## src/rtl/mac_tx_stream.sv

```systemverilog
// Ethernet transmit MAC: byte stream in, preamble/header/payload/pad/FCS out on an RMII or MII pin
// group, followed by the inter-frame gap. Define MAC_TX_VLAN_EN to insert an 802.1Q tag.
module mac_tx_stream #(
  parameter logic [47:0] MAC         = 48'h0,
  parameter int unsigned DW          = 2,
  parameter int unsigned IFG_BYTES   = 12,
  parameter int unsigned MAX_PAYLOAD = 1500
) (
  input  logic          i_clk,
  input  logic          i_rst,
  input  logic [47:0]   i_dst_mac,
  input  logic [15:0]   i_etype,
  input  logic [15:0]   i_vlan,
  input  logic          i_valid,
  input  logic [7:0]    i_data,
  input  logic          i_last,
  output logic          o_ready,
  output logic          o_busy,
  output logic          o_err,
  output logic [DW-1:0] o_txd,
  output logic          o_txen
);

  if (!(DW == 2 || DW == 4) || IFG_BYTES < 1 || MAX_PAYLOAD < 1 || MAX_PAYLOAD > 2047)
  begin : g_param_check
    $error("mac_tx_stream: illegal parameter (DW must be 2 or 4)");
  end

`ifdef MAC_TX_VLAN_EN
  localparam int unsigned HDR_BYTES = 18;
  localparam int unsigned MIN_DATA  = 42;
`else
  localparam int unsigned HDR_BYTES = 14;
  localparam int unsigned MIN_DATA  = 46;
`endif
  localparam int unsigned HB        = HDR_BYTES * 8;
  localparam logic [1:0]  SLOT_LAST = 2'(8 / DW - 1);
  // The IDLE cycle before the next PRE supplies the final symbol time of the gap.
  localparam int unsigned GAP_CYC   = IFG_BYTES * (8 / DW) - 1;

  typedef enum logic [2:0] {StIdle, StPre, StHdr, StPay, StPad, StFcs, StIfg} state_e;

  state_e          state_q, state_d;
  logic [1:0]      cnt_q, cnt_d;
  logic [4:0]      idx_q, idx_d;
  logic [7:0]      sh_q, sh_d;
  logic [HB-1:0]   hdr_q, hdr_d, hdr_vec;
  logic [31:0]     crc_q, crc_d, fcs_word;
  logic [10:0]     len_q, len_d;
  logic [15:0]     gap_q, gap_d;
  logic            end_q, end_d, bad_q, bad_d, err_q, err_d;
  logic [DW-1:0]   txd_q, txd_d;
  logic            txen_q, txen_d;
  logic            active, slot_end, take, close;

`ifdef MAC_TX_VLAN_EN
  assign hdr_vec = {i_dst_mac, MAC, 16'h8100, i_vlan, i_etype};
`else
  logic unused_vlan;
  assign unused_vlan = ^i_vlan;
  assign hdr_vec = {i_dst_mac, MAC, i_etype};
`endif

  function automatic logic [31:0] crc_byte(input logic [31:0] c, input logic [7:0] b);
    logic [31:0] r;
    r = c ^ {24'h0, b};
    for (int i = 0; i < 8; i++) begin
      r = r[0] ? ((r >> 1) ^ 32'hEDB88320) : (r >> 1);
    end
    return r;
  endfunction

  assign active   = state_q inside {StPre, StHdr, StPay, StPad, StFcs};
  assign slot_end = cnt_q == SLOT_LAST;
  assign o_busy   = state_q != StIdle;
  assign o_err    = err_q;
  assign o_txd    = txd_q;
  assign o_txen   = txen_q;
  assign txen_d   = active;
  assign txd_d    = active ? sh_q[DW-1:0] : '0;

  always_comb begin
    state_d  = state_q;
    cnt_d    = cnt_q;
    idx_d    = idx_q;
    sh_d     = sh_q;
    hdr_d    = hdr_q;
    crc_d    = crc_q;
    len_d    = len_q;
    gap_d    = gap_q;
    end_d    = end_q;
    bad_d    = bad_q;
    err_d    = 1'b0;
    o_ready  = 1'b0;
    take     = 1'b0;
    close    = 1'b0;
    fcs_word = '0;

    if (active) begin
      cnt_d = slot_end ? 2'd0 : cnt_q + 2'd1;
      sh_d  = sh_q >> DW;
    end

    unique case (state_q)
      StIdle: begin
        if (i_valid) begin
          state_d = StPre;
          hdr_d   = hdr_vec;
          sh_d    = 8'h55;
          cnt_d   = '0;
          idx_d   = '0;
          crc_d   = 32'hFFFFFFFF;
          len_d   = '0;
          end_d   = 1'b0;
          bad_d   = 1'b0;
        end
      end
      StPre: begin
        if (slot_end) begin
          if (idx_q == 5'd7) begin
            sh_d    = hdr_q[HB-1 -: 8];
            hdr_d   = hdr_q << 8;
            crc_d   = crc_byte(crc_q, hdr_q[HB-1 -: 8]);
            idx_d   = '0;
            state_d = StHdr;
          end else begin
            sh_d  = (idx_q == 5'd6) ? 8'hD5 : 8'h55;
            idx_d = idx_q + 5'd1;
          end
        end
      end
      StHdr: begin
        if (slot_end) begin
          if (idx_q == 5'(HDR_BYTES - 1)) begin
            take = 1'b1;
          end else begin
            sh_d  = hdr_q[HB-1 -: 8];
            hdr_d = hdr_q << 8;
            crc_d = crc_byte(crc_q, hdr_q[HB-1 -: 8]);
            idx_d = idx_q + 5'd1;
          end
        end
      end
      StPay: begin
        if (slot_end) begin
          if (end_q) close = 1'b1;
          else       take  = 1'b1;
        end
      end
      StPad: begin
        if (slot_end) close = 1'b1;
      end
      StFcs: begin
        // crc_q holds the remaining FCS bytes here, shifted out low byte first.
        if (slot_end) begin
          if (idx_q == 5'd3) begin
            state_d = StIfg;
            gap_d   = '0;
          end else begin
            sh_d  = crc_q[7:0];
            crc_d = crc_q >> 8;
            idx_d = idx_q + 5'd1;
          end
        end
      end
      StIfg: begin
        if (gap_q == 16'(GAP_CYC - 1)) state_d = StIdle;
        else                           gap_d   = gap_q + 16'd1;
      end
      default: state_d = StIdle;
    endcase

    if (take) begin
      o_ready = 1'b1;
      if (i_valid) begin
        sh_d    = i_data;
        crc_d   = crc_byte(crc_q, i_data);
        len_d   = len_q + 11'd1;
        state_d = StPay;
        if (i_last) begin
          end_d = 1'b1;
        end else if (len_q + 11'd1 == 11'(MAX_PAYLOAD)) begin
          end_d = 1'b1;
          err_d = 1'b1;
        end
      end else begin
        // Underrun: close the frame with a deliberately wrong FCS.
        err_d = 1'b1;
        bad_d = 1'b1;
        close = 1'b1;
      end
    end

    if (close) begin
      if (len_q < 11'(MIN_DATA)) begin
        sh_d    = 8'h00;
        crc_d   = crc_byte(crc_q, 8'h00);
        len_d   = len_q + 11'd1;
        state_d = StPad;
      end else begin
        fcs_word = bad_d ? crc_q : ~crc_q;
        sh_d     = fcs_word[7:0];
        crc_d    = {8'h00, fcs_word[31:8]};
        idx_d    = '0;
        state_d  = StFcs;
      end
    end
  end

  always_ff @(posedge i_clk or posedge i_rst) begin
    if (i_rst) begin
      state_q <= StIdle;
      cnt_q   <= '0;
      idx_q   <= '0;
      sh_q    <= '0;
      hdr_q   <= '0;
      crc_q   <= 32'hFFFFFFFF;
      len_q   <= '0;
      gap_q   <= '0;
      end_q   <= 1'b0;
      bad_q   <= 1'b0;
      err_q   <= 1'b0;
      txd_q   <= '0;
      txen_q  <= 1'b0;
    end else begin
      state_q <= state_d;
      cnt_q   <= cnt_d;
      idx_q   <= idx_d;
      sh_q    <= sh_d;
      hdr_q   <= hdr_d;
      crc_q   <= crc_d;
      len_q   <= len_d;
      gap_q   <= gap_d;
      end_q   <= end_d;
      bad_q   <= bad_d;
      err_q   <= err_d;
      txd_q   <= txd_d;
      txen_q  <= txen_d;
    end
  end

endmodule

```

## config.mk

```make
export PLATFORM = sky130hd
export DESIGN_NAME = mac_tx_stream
export DESIGN_NICKNAME = d
export VERILOG_FILES = /design/src/rtl/mac_tx_stream.sv
export SDC_FILE = /design/constraint.sdc
export NUM_CORES = 1
export LEC_CHECK = 0
export ABC_AREA = 1
export BUFFER_PORTS_ARGS = -buffer_cell sky130_fd_sc_hd__buf_2
export CORE_MARGIN = 2
export CORE_UTILIZATION = 40
export CTS_CLUSTER_SIZE = 30
export DETAILED_ROUTE_END_ITERATION = 16
export GPL_ROUTABILITY_DRIVEN = 0
export PLACE_DENSITY = 0.67
export SETUP_SLACK_MARGIN = 0.02
export SYNTH_ARGS = -nofsm -noshare
export SYNTH_HDL_FRONTEND = slang
export SYNTH_SLANG_ARGS = --single-unit
```

## constraint.sdc

```tcl
create_clock -name i_clk -period 7.2 [get_ports i_clk]
set_clock_uncertainty 0.05 [all_clocks]
set_input_delay 0.36 -clock i_clk [delete_from_list [all_inputs] [get_ports i_clk]]
set_output_delay 0.36 -clock i_clk [all_outputs]
set_load 0.02 [all_outputs]
```

# --- After elaboration in Yosys (flattened, before gate mapping) ---
# Index checks and enable logic that the tools add are counted.
totals:
  reg_bits: 195
  input_bits: 92
  out_inout_bits: 6
op_classes:
  add_sub_neg: 4
  n_lt_le_gt_ge: 1
  eq_ne: 21
  mux: 119
  n_bitwise: 27
  n_reduce_logical: 8
op_table:
  columns: ["operator", "count"]
  rows:
  - ["32-bit 2-to-1 mux", 36]
  - ["112-bit 2-to-1 mux", 5]
  - ["13-bit NOT with 14-bit output", 24]
  - ["112-bit one-hot mux with 3 select lines", 1]
  - ["32-bit one-hot mux with 4 select lines", 1]
  - ["8-bit 2-to-1 mux", 13]
  - ["11-bit 2-to-1 mux", 6]
  - ["32-bit by 8-bit XOR with 32-bit output", 2]
  - ["16-bit 2-to-1 mux", 3]
  - ["5-bit 2-to-1 mux", 9]
  - ["32-bit NOT", 1]
  - ["16-bit one-hot mux with 2 select lines", 1]
  - ["8-bit one-hot mux with 4 select lines", 1]
  - ["3-bit 2-to-1 mux", 9]
  - ["1-bit 2-to-1 mux", 25]
  - ["5-bit one-hot mux with 4 select lines", 1]
  - ["16-bit by 1-bit adder with 16-bit output (second input constant)", 1]
  - ["16-bit by 6-bit equality test with 1-bit output (second input constant)", 1]
  - ["3-bit one-hot mux with 5 select lines", 1]
  - ["2-bit inequality test (second input constant)", 6]
  - ["11-bit by 1-bit adder with 11-bit output (second input constant)", 1]
  - ["11-bit equality test (second input constant)", 1]
  - ["11-bit by 6-bit < comparator with 1-bit output (second input constant)", 1]
  - ["5-bit by 3-bit equality test with 1-bit output (second input constant)", 2]
  - ["other kinds (18)", 28]

# --- Logic depth before layout (Yosys ltp) ---
# Gate-level depths: netlist of run 1.
logic_depth:
  ltp_word: 23
  mapped_depth: 17
  ltp_nobuf: 16

# --- Least setup slack after synthesis of run 1 ---
# OpenSTA, ideal clock, no wires.
synth_path:
  path_kind: "register to register"
  from: "reg cnt_q[0]"
  to: "reg crc_q[22]"
  setup_ns: 0.076
  t_arrival_ns: 1.819
  t_required_ns: 7.074
  slack_ns: 5.254
  path_stages_with_launch: 14
  path_buffers: 3
  period_less_slack_ns: 1.946
  path_cell_list: "dfrtp_1 -> ha_1 -> buf_2 -> inv_1 -> nor2_2 -> nand3_4 -> nor2_8 -> inv_4 -> buf_4 -> buf_4 -> nor2_1 -> nand2_1 -> nand3_1 -> nand2_1"
synth_between:
  elab_chain_len: 7
  elab_cells_between_ends: 19
  classes_between: "eq/ne: 1; mux: 18"
synth_rtl:
  columns: ["element", "line", "text"]
  rows:
  - ["start, declared", "44", "logic [1:0] cnt_q, cnt_d;"]
  - ["start signal, assigned", "227", "cnt_q <= cnt_d;"]
  - ["2-bit equality test (*)", "74", "assign slot_end = cnt_q == SLOT_LAST;"]
  - ["1-bit 2-to-1 mux (on tied branches)", "145, 133", null]
  - ["1-bit one-hot mux with 2 select lines", "104", "unique case (state_q)"]
  - ["1-bit 2-to-1 mux", "173", "if (take) begin"]
  - ["32-bit 2-to-1 mux", "201", "fcs_word = bad_d ? crc_q : ~crc_q;"]
  - ["32-bit 2-to-1 mux", "195", "if (len_q < 11'(MIN_DATA)) begin"]
  - ["32-bit 2-to-1 mux (*)", "194", "if (close) begin"]
  - ["via crc_d[22]", "48", "logic [31:0] crc_q, crc_d, fcs_word;"]
  - ["end signal, assigned", "231", "crc_q <= crc_d;"]
  - ["end, declared", "48", null]
# The timed path passes the listed nets; every way through them passes the cells marked *.
# A chain may end at the register's enable or synchronous reset.

# --- Worst setup path in the final report of run 1 ---
layout_path:
  from: "reg cnt_q[0]"
  to: "reg crc_q[31]"
layout_between:
  elab_chain_len: 6
  elab_cells_between_ends: 16
  classes_between: "eq/ne: 1; mux: 15"
layout_rtl:
  columns: ["element", "line", "text"]
  rows:
  - ["2-bit equality test (*)", "74", null]
  - ["32-bit 2-to-1 mux (tied with other cells)", "155", "if (slot_end) begin"]
  - ["32-bit one-hot mux with 4 select lines or 1-bit one-hot mux with 2 select lines (tied branches)", "104", null]
  - ["32-bit 2-to-1 mux or 1-bit 2-to-1 mux (tied branches)", "175", "if (i_valid) begin"]
  - ["32-bit 2-to-1 mux or 1-bit 2-to-1 mux (tied branches)", "173", null]
  - ["32-bit 2-to-1 mux (*)", "194", null]
  - ["via crc_d[31]", "48", null]
# Marked as above.

==> results.py, run 1 <==
metrics = {
    "critical_path": {
        "crit_path_start_kind": "flip-flop",
        "crit_type": "reg2reg",
        "crit_arrival_ps": 4330,
        "endpoint_kind": "flip-flop",
        "critical_path.max_fanout": 55,
        "critPathRequiredTime_ps": 7490,
    },
    "clocking": {
        "clkSlewWorstSetupHoldPaths_ps": 80,
        "postCtsSetupRepairBufs": 0,
        "cts-root-buf": "clkbuf_16",
        "cts_sinks": 195,
        "hold_buffers": 0,
        "cts_tree": "done",
        "clock_latency_ps": 450,
        "cts_resized": 0,
        "ctsLongestPathBuffers": 2,
        "cts_buffers": 17,
        "htree_num_levels": 4,
    },
    "place": {
        "place_ws_ps": 3347,
        "port_buffers": 81,
        "place_inst": 2419,
        "hpwl_um": 29630,
    },
    "cells_and_area": {
        "fin_util_pct": 43.73,
        "fin_cells": 2451,
        "num-fill-cells": 3491,
        "syn2layout_area_growth_pct": 8.372,
        "layout.nets": 2082,
        "drive_gt1_share_pct": 10.43,
    },
    "power_and_ir_drop": {
        "p_sw_share_pct": 53.42,
        "power.net_switching_mw": 4.207,
        "power.leakage_nw": 7.176,
        "p_clk_share_pct": 13.1,
        "pwr-share-seq_pct": 25.4,
        "power_frac_comb_pct": 61.5,
        "peakVddDrop_v": 0.0002699,
        "p_per_area_nw_per_um2": 524.0,
        "p_int_mw": 3.669,
    },
    "route": {
        "avgRoutedWirePerCell_um": 18.01,
        "drtIter0Drc": 1729,
        "antenna_left": 0,
        "drt_wl_total_um": 44150,
        "dr.pass1.iters": 6,
        "num_vias": 13730,
        "drc_errors": 0,
        "via_per_inst": 5.603,
    },
    "floorplanning": {
        "die_w_um": 190.2,
        "die_h_um": 190.2,
        "core_area_um2": 34370,
        "die_area_um2": 36180,
        "row_count": 68,
        "io_pins": 98,
        "start_util_pct": 40.35,
    },
    "synthesis": {
        "ys_ff_latch": 195,
        "ys_async_sr_fraction_pct": 100.0,
        "yosysTopAreaCell": "dfrtp_1",
        "netlist.area_leader.share_pct": 29.41,
        "yosys-top-cells-area": "dfrtp_1 (29%), nand2_1 (15%), o21ai_0 (8.7%)",
        "netlist_instances": 1975,
        "synthesis.nets": 2074,
        "ys_warn_count": 0,
        "ys_types": 48,
        "synth.most_common_cell": "nand2_1",
        "synth.top_cells.by_count": "nand2_1 (537), o21ai_0 (242), inv_1 (188), nand3_1 (179), dfrtp_1 (163)",
        "ys_seq_area_share_pct": 35.47,
        "netlist_area_um2": 13870,
        "synthFlopType": "dfrtp_1",
        "postSynthAreaPerCell_um2": 7.023,
        "synth_edf_count": 0,
    },
    "worst_hold_path": {
        "hold_class": "in2async",
    },
    "global_route": {
        "grt_overflow": 0,
        "grt_max_degree": 128,
        "first_global_vias": 13060,
        "grt_antenna_before_repair": 5,
        "track_usage_pct": 24.70,
        "grt_first_pass_wirelength_um": 70360,
    },
    "timing": {
        "relSlewSlack_pct": 31.17,
        "fin_ws_ps": 3165,
        "post-route-period-util_pct": 56.04,
        "timing.setup.tns_ps": 0,
        "fmax_mhz": 247.9,
        "final-setup-viol-count": 0,
        "hold_viol_final": 0,
        "tightest_slew_ps": 1032,
        "rsz0062_at_grt": "false",
        "worst_hold_slack_ps": 1.860,
        "min_period_ps": 4035,
        "drv_slew": 0,
    },
    "job": {
        "maxCapViolations": 0,
    },
    "run_status": {
        "status": "complete, no violations",
    },
}
per-layer routing:
metal | vias to the layer above | track usage [%] | wire, um
met5 | - | 0 | 47
met4 | 8 | 11.15 | 1890
met1 | 6301 | 32.62 | 18070
met2 | 747 | 37.37 | 19220
met3 | 161 | 7.287 | 4927
li1 | 6517 | - | -
power groups by stage:
stage | registers [mW] | logic, mW | clock network, mW
floorplan | 1.77 | 3.81 | 0
global placement | 1.99 | 4.60 | 0
detailed placement | 2.00 | 4.70 | 0
CTS | 1.98 | 4.73 | 1.04
global route | 2.05 | 5.40 | 1.09
finish | 2.00 | 4.84 | 1.03
stage by stage:
step | total power [mW] | instance area, um^2
finish | 7.876 | 15030
global route | 8.538 | 15030
CTS | 7.757 | 15030
detailed placement | 6.701 | 14410
global placement | 6.591 | 14410
floorplan | 5.581 | 13870
critical path, cell delays in order (launching register included):
cell	delay, ps
dfrtp_1	370
ha_1	490
inv_1	290
nor2_2	220
nand3_4	170
nor2_8	740
inv_4	380
nand2_8	400
inv_4	280
a21oi_1	180
o21ai_0	100
o21ai_0	170
cell usage in the layout (no fill, tap or decap), types with 7 or more instances in the layout:
cell type	synthesis	routed
a21oi_1	84	84
buf_2	44	81
buf_4	25	10
clkbuf_16	0	17
dfrtp_1	163	163
dfstp_2	32	32
ha_1	7	7
inv_1	188	187
inv_2	8	8
nand2_1	537	536
nand2_2	15	15
nand3_1	179	179
nand4_1	10	10
nor2_1	78	78
nor2_2	8	7
nor3_1	13	13
o211ai_1	65	65
o21a_1	9	9
o21ai_0	242	242
o21ai_1	24	24
o22ai_1	21	21
or2_2	8	8
xnor2_1	40	40
xor2_1	104	104
layout make-up:
class | instances | area [um^2] | share of cell area (%)
multi-input cells | 1478 | 7675 | 51.06
flip-flops and latches | 195 | 4920 | 32.73
inverters | 200 | 763.2 | 5.078
well taps | 455 | 569.3 | 3.788
repair buffers | 91 | 480.5 | 3.197
clock buffers | 17 | 425.4 | 2.830
clock inverters | 14 | 195.2 | 1.299
diodes | 1 | 2.502 | 0.01665
sequential cells by signal (all words and copies together), names as in the netlist:
name     flops
idx_q        5
o_txd        2
o_txen       1
hdr_q      112
sh_q         8
cnt_q        2
state_q      3
end_q        1
len_q       11
bad_q        1
crc_q       32
gap_q       16
o_err        1
logic make-up after synthesis:
family                   synth area share (%)
AO/OA/AOI/OAI                           18.66
XOR/XNOR                                9.328
adder cells (fa/ha/maj)                0.6315
buffers and inverters                   9.283
flip-flops                              35.47
AND/OR/NAND/NOR                         26.63
final timing paths:
kind / slack, ps / from / end / cells past startpoint
worst min register to register: 440 / hdr_q[8] / hdr_q[8] / 1
worst max register to register: 3170 / cnt_q[0] / crc_q[31] / 11
worst max-delay path: 3170 / cnt_q[0] / crc_q[31] / 11
worst min-delay path: 2 / i_rst / hdr_q[91] / 2
min in group i_clk: 100 / i_etype[2] / hdr_q[2] / 3
max in group asynchronous: 5580 / i_rst / sh_q[5] / 3
Power figures use the tool's default switching activity.
==> run 2: changes to the inputs <==
- clock period: 7.2 -> 3.9 ns (I/O delays scaled with it)
==> run 2 against run 1 <==
  * Critical path depth fell by 2
  * Largest power group unchanged
  * Wire length is 0.81% higher
  * Register-to-register slack got worse by 2400 ps
==> results.py, run 2 (synthesis results as in run 1) <==
metrics = {
    "run_status": {
        "status": "complete, no violations",
    },
    "critical_path": {
        "cpPeakStageDelay_ps": 510,
        "cp_num_buf_inv": 3,
        "reg2reg_slack_ps": 790,
        "cp_slowest_cell": "ha_1",
        "crit_cells": 9,
        "critical_path.max_fanout": 63,
        "crit_type": "reg2reg",
        "crit_top_cell": "buf_4",
        "crit_family": "buffers and inverters",
        "reg2reg_depth": 9,
        "crit_path_start_kind": "flip-flop",
        "critPathRequiredTime_ps": 4210,
        "cp_cell_sequence": "ha_1 -> inv_1 -> o21ai_1 -> nand2_1 -> buf_4 -> nor2_4 -> buf_4 -> o211ai_1 -> o21ai_0",
        "crit_arrival_ps": 3420,
        "endpoint_kind": "flip-flop",
    },
    "cells_and_area": {
        "fin_util_pct": 45.47,
        "layout_common_cells": "nand2_1 (536), o21ai_0 (242), inv_1 (187), nand3_1 (179), dfrtp_1 (163)",
        "layout.nets": 2139,
        "top_register": "hdr_q",
        "num-fill-cells": 3405,
        "fin_cells": 2507,
        "finish.instance_area_um2": 15630,
        "largest_reg_flops": 112,
        "syn2layout_area_growth_pct": 12.68,
        "final_common_cell": "nand2_1",
        "largestRegisters": "hdr_q: 112 flops, crc_q: 32 flops, gap_q: 16 flops",
        "drive_gt1_share_pct": 10.73,
    },
    "route": {
        "via_per_inst": 5.657,
        "num_vias": 14180,
        "drt_wl_total_um": 44510,
        "drtIter0Drc": 1800,
        "antenna_left": 0,
        "dr.pass1.iters": 6,
        "drc_errors": 0,
        "avgRoutedWirePerCell_um": 17.75,
    },
    "worst_hold_path": {
        "hold_class": "in2reg",
        "hold_depth": 3,
    },
    "power_and_ir_drop": {
        "power.net_switching_mw": 7.734,
        "p_sw_share_pct": 52.62,
        "peakVddDrop_v": 0.0005367,
        "power.total_mw": 14.70,
        "power_frac_comb_pct": 62.2,
        "power.leakage_nw": 7.452,
        "pwr-share-seq_pct": 24.8,
        "p_int_mw": 6.964,
        "p_per_area_nw_per_um2": 940.5,
        "p_clk_share_pct": 13.0,
    },
    "clocking": {
        "cts_sinks": 195,
        "htree_num_levels": 4,
        "cts_tree": "done",
        "cts-root-buf": "clkbuf_16",
        "clkSlewWorstSetupHoldPaths_ps": 80,
        "ctsLongestPathBuffers": 2,
        "clock_latency_ps": 450,
        "cts_buffers": 17,
    },
    "floorplanning": {
        "core_area_um2": 34370,
        "die_h_um": 190.2,
        "start_util_pct": 40.35,
        "io_pins": 98,
        "die_area_um2": 36180,
        "die_w_um": 190.2,
        "row_count": 68,
    },
    "place": {
        "place_inst": 2432,
        "hpwl_um": 30280,
        "place_area_um2": 14560,
        "place_ws_ps": 884.3,
        "port_buffers": 81,
    },
    "global_route": {
        "grt_max_degree": 124,
        "first_global_vias": 13440,
        "grt_antenna_before_repair": 1,
        "grt_first_pass_wirelength_um": 70750,
        "track_usage_pct": 24.78,
        "grt_overflow": 0,
    },
    "timing": {
        "fmax_mhz": 322.0,
        "fin_ws_ps": 794.5,
        "timing.setup.tns_ps": 0,
        "rsz0062_at_grt": "false",
        "drv_slew": 0,
        "final-setup-viol-count": 0,
        "relSlewSlack_pct": 41.48,
        "hold_viol_final": 0,
        "worst_hold_slack_ps": 9.795,
        "post-route-period-util_pct": 79.63,
        "tightest_slew_ps": 876.8,
        "min_period_ps": 3106,
    },
    "job": {
        "maxCapViolations": 0,
    },
}
-- run 2: final timing paths --
path	start	endpoint
max	cnt_q[0]	hdr_q[110]
min	i_dst_mac[3]	hdr_q[67]
max reg2reg	cnt_q[0]	hdr_q[110]
min reg2reg	hdr_q[36]	hdr_q[44]
max in group asynchronous	i_rst	hdr_q[53]
min in group asynchronous	i_rst	hdr_q[91]
-- run 2: routing by layer --
layer	vias to the layer above	GRT usage, %	part of all wire, %
li1	6611	-	-
met1	6638	32.88	42
met2	771	38.39	44
met3	162	5.834	11
met4	0	11.21	4.2
met5	-	0	0
-- run 2: final cells by class --
cell class | instances | area (um^2) | area share, %
well taps | 455 | 569.3 | 3.643
clock inverters | 13 | 196.4 | 1.257
repair buffers | 148 | 1081 | 6.917
clock buffers | 17 | 425.4 | 2.722
flip-flops and latches | 195 | 4920 | 31.48
inverters | 200 | 759.5 | 4.860
diodes | 1 | 2.502 | 0.01601
multi-input cells | 1478 | 7675 | 49.11
-- run 2: repair_timing --
action / in CTS / in global routing
buffers inserted: 0 / 0
hold buffers: 44 / 0
gates resized for setup: 0 / 0
endpoints found under the hold margin: 60 / 0
-- run 2: power by group through the flow --
stage / Sequential, mW / Combinational (mW) / Clock [mW]
final: 3.64 / 9.15 / 1.91
after global placement: 3.62 / 8.67 / 0
after global routing: 3.72 / 10.2 / 2.02
after CTS: 3.61 / 8.93 / 1.93
after floorplan: 3.26 / 7.04 / 0
after detailed placement: 3.64 / 8.84 / 0
-- run 2: worst reg2reg max path: stages, from the launching register on --
cell and delay, ps:
dfrtp_1 380, ha_1 510, inv_1 300, o21ai_1 390, nand2_1 120, buf_4 270, nor2_4 160, buf_4 490
o211ai_1 230, o21ai_0 120
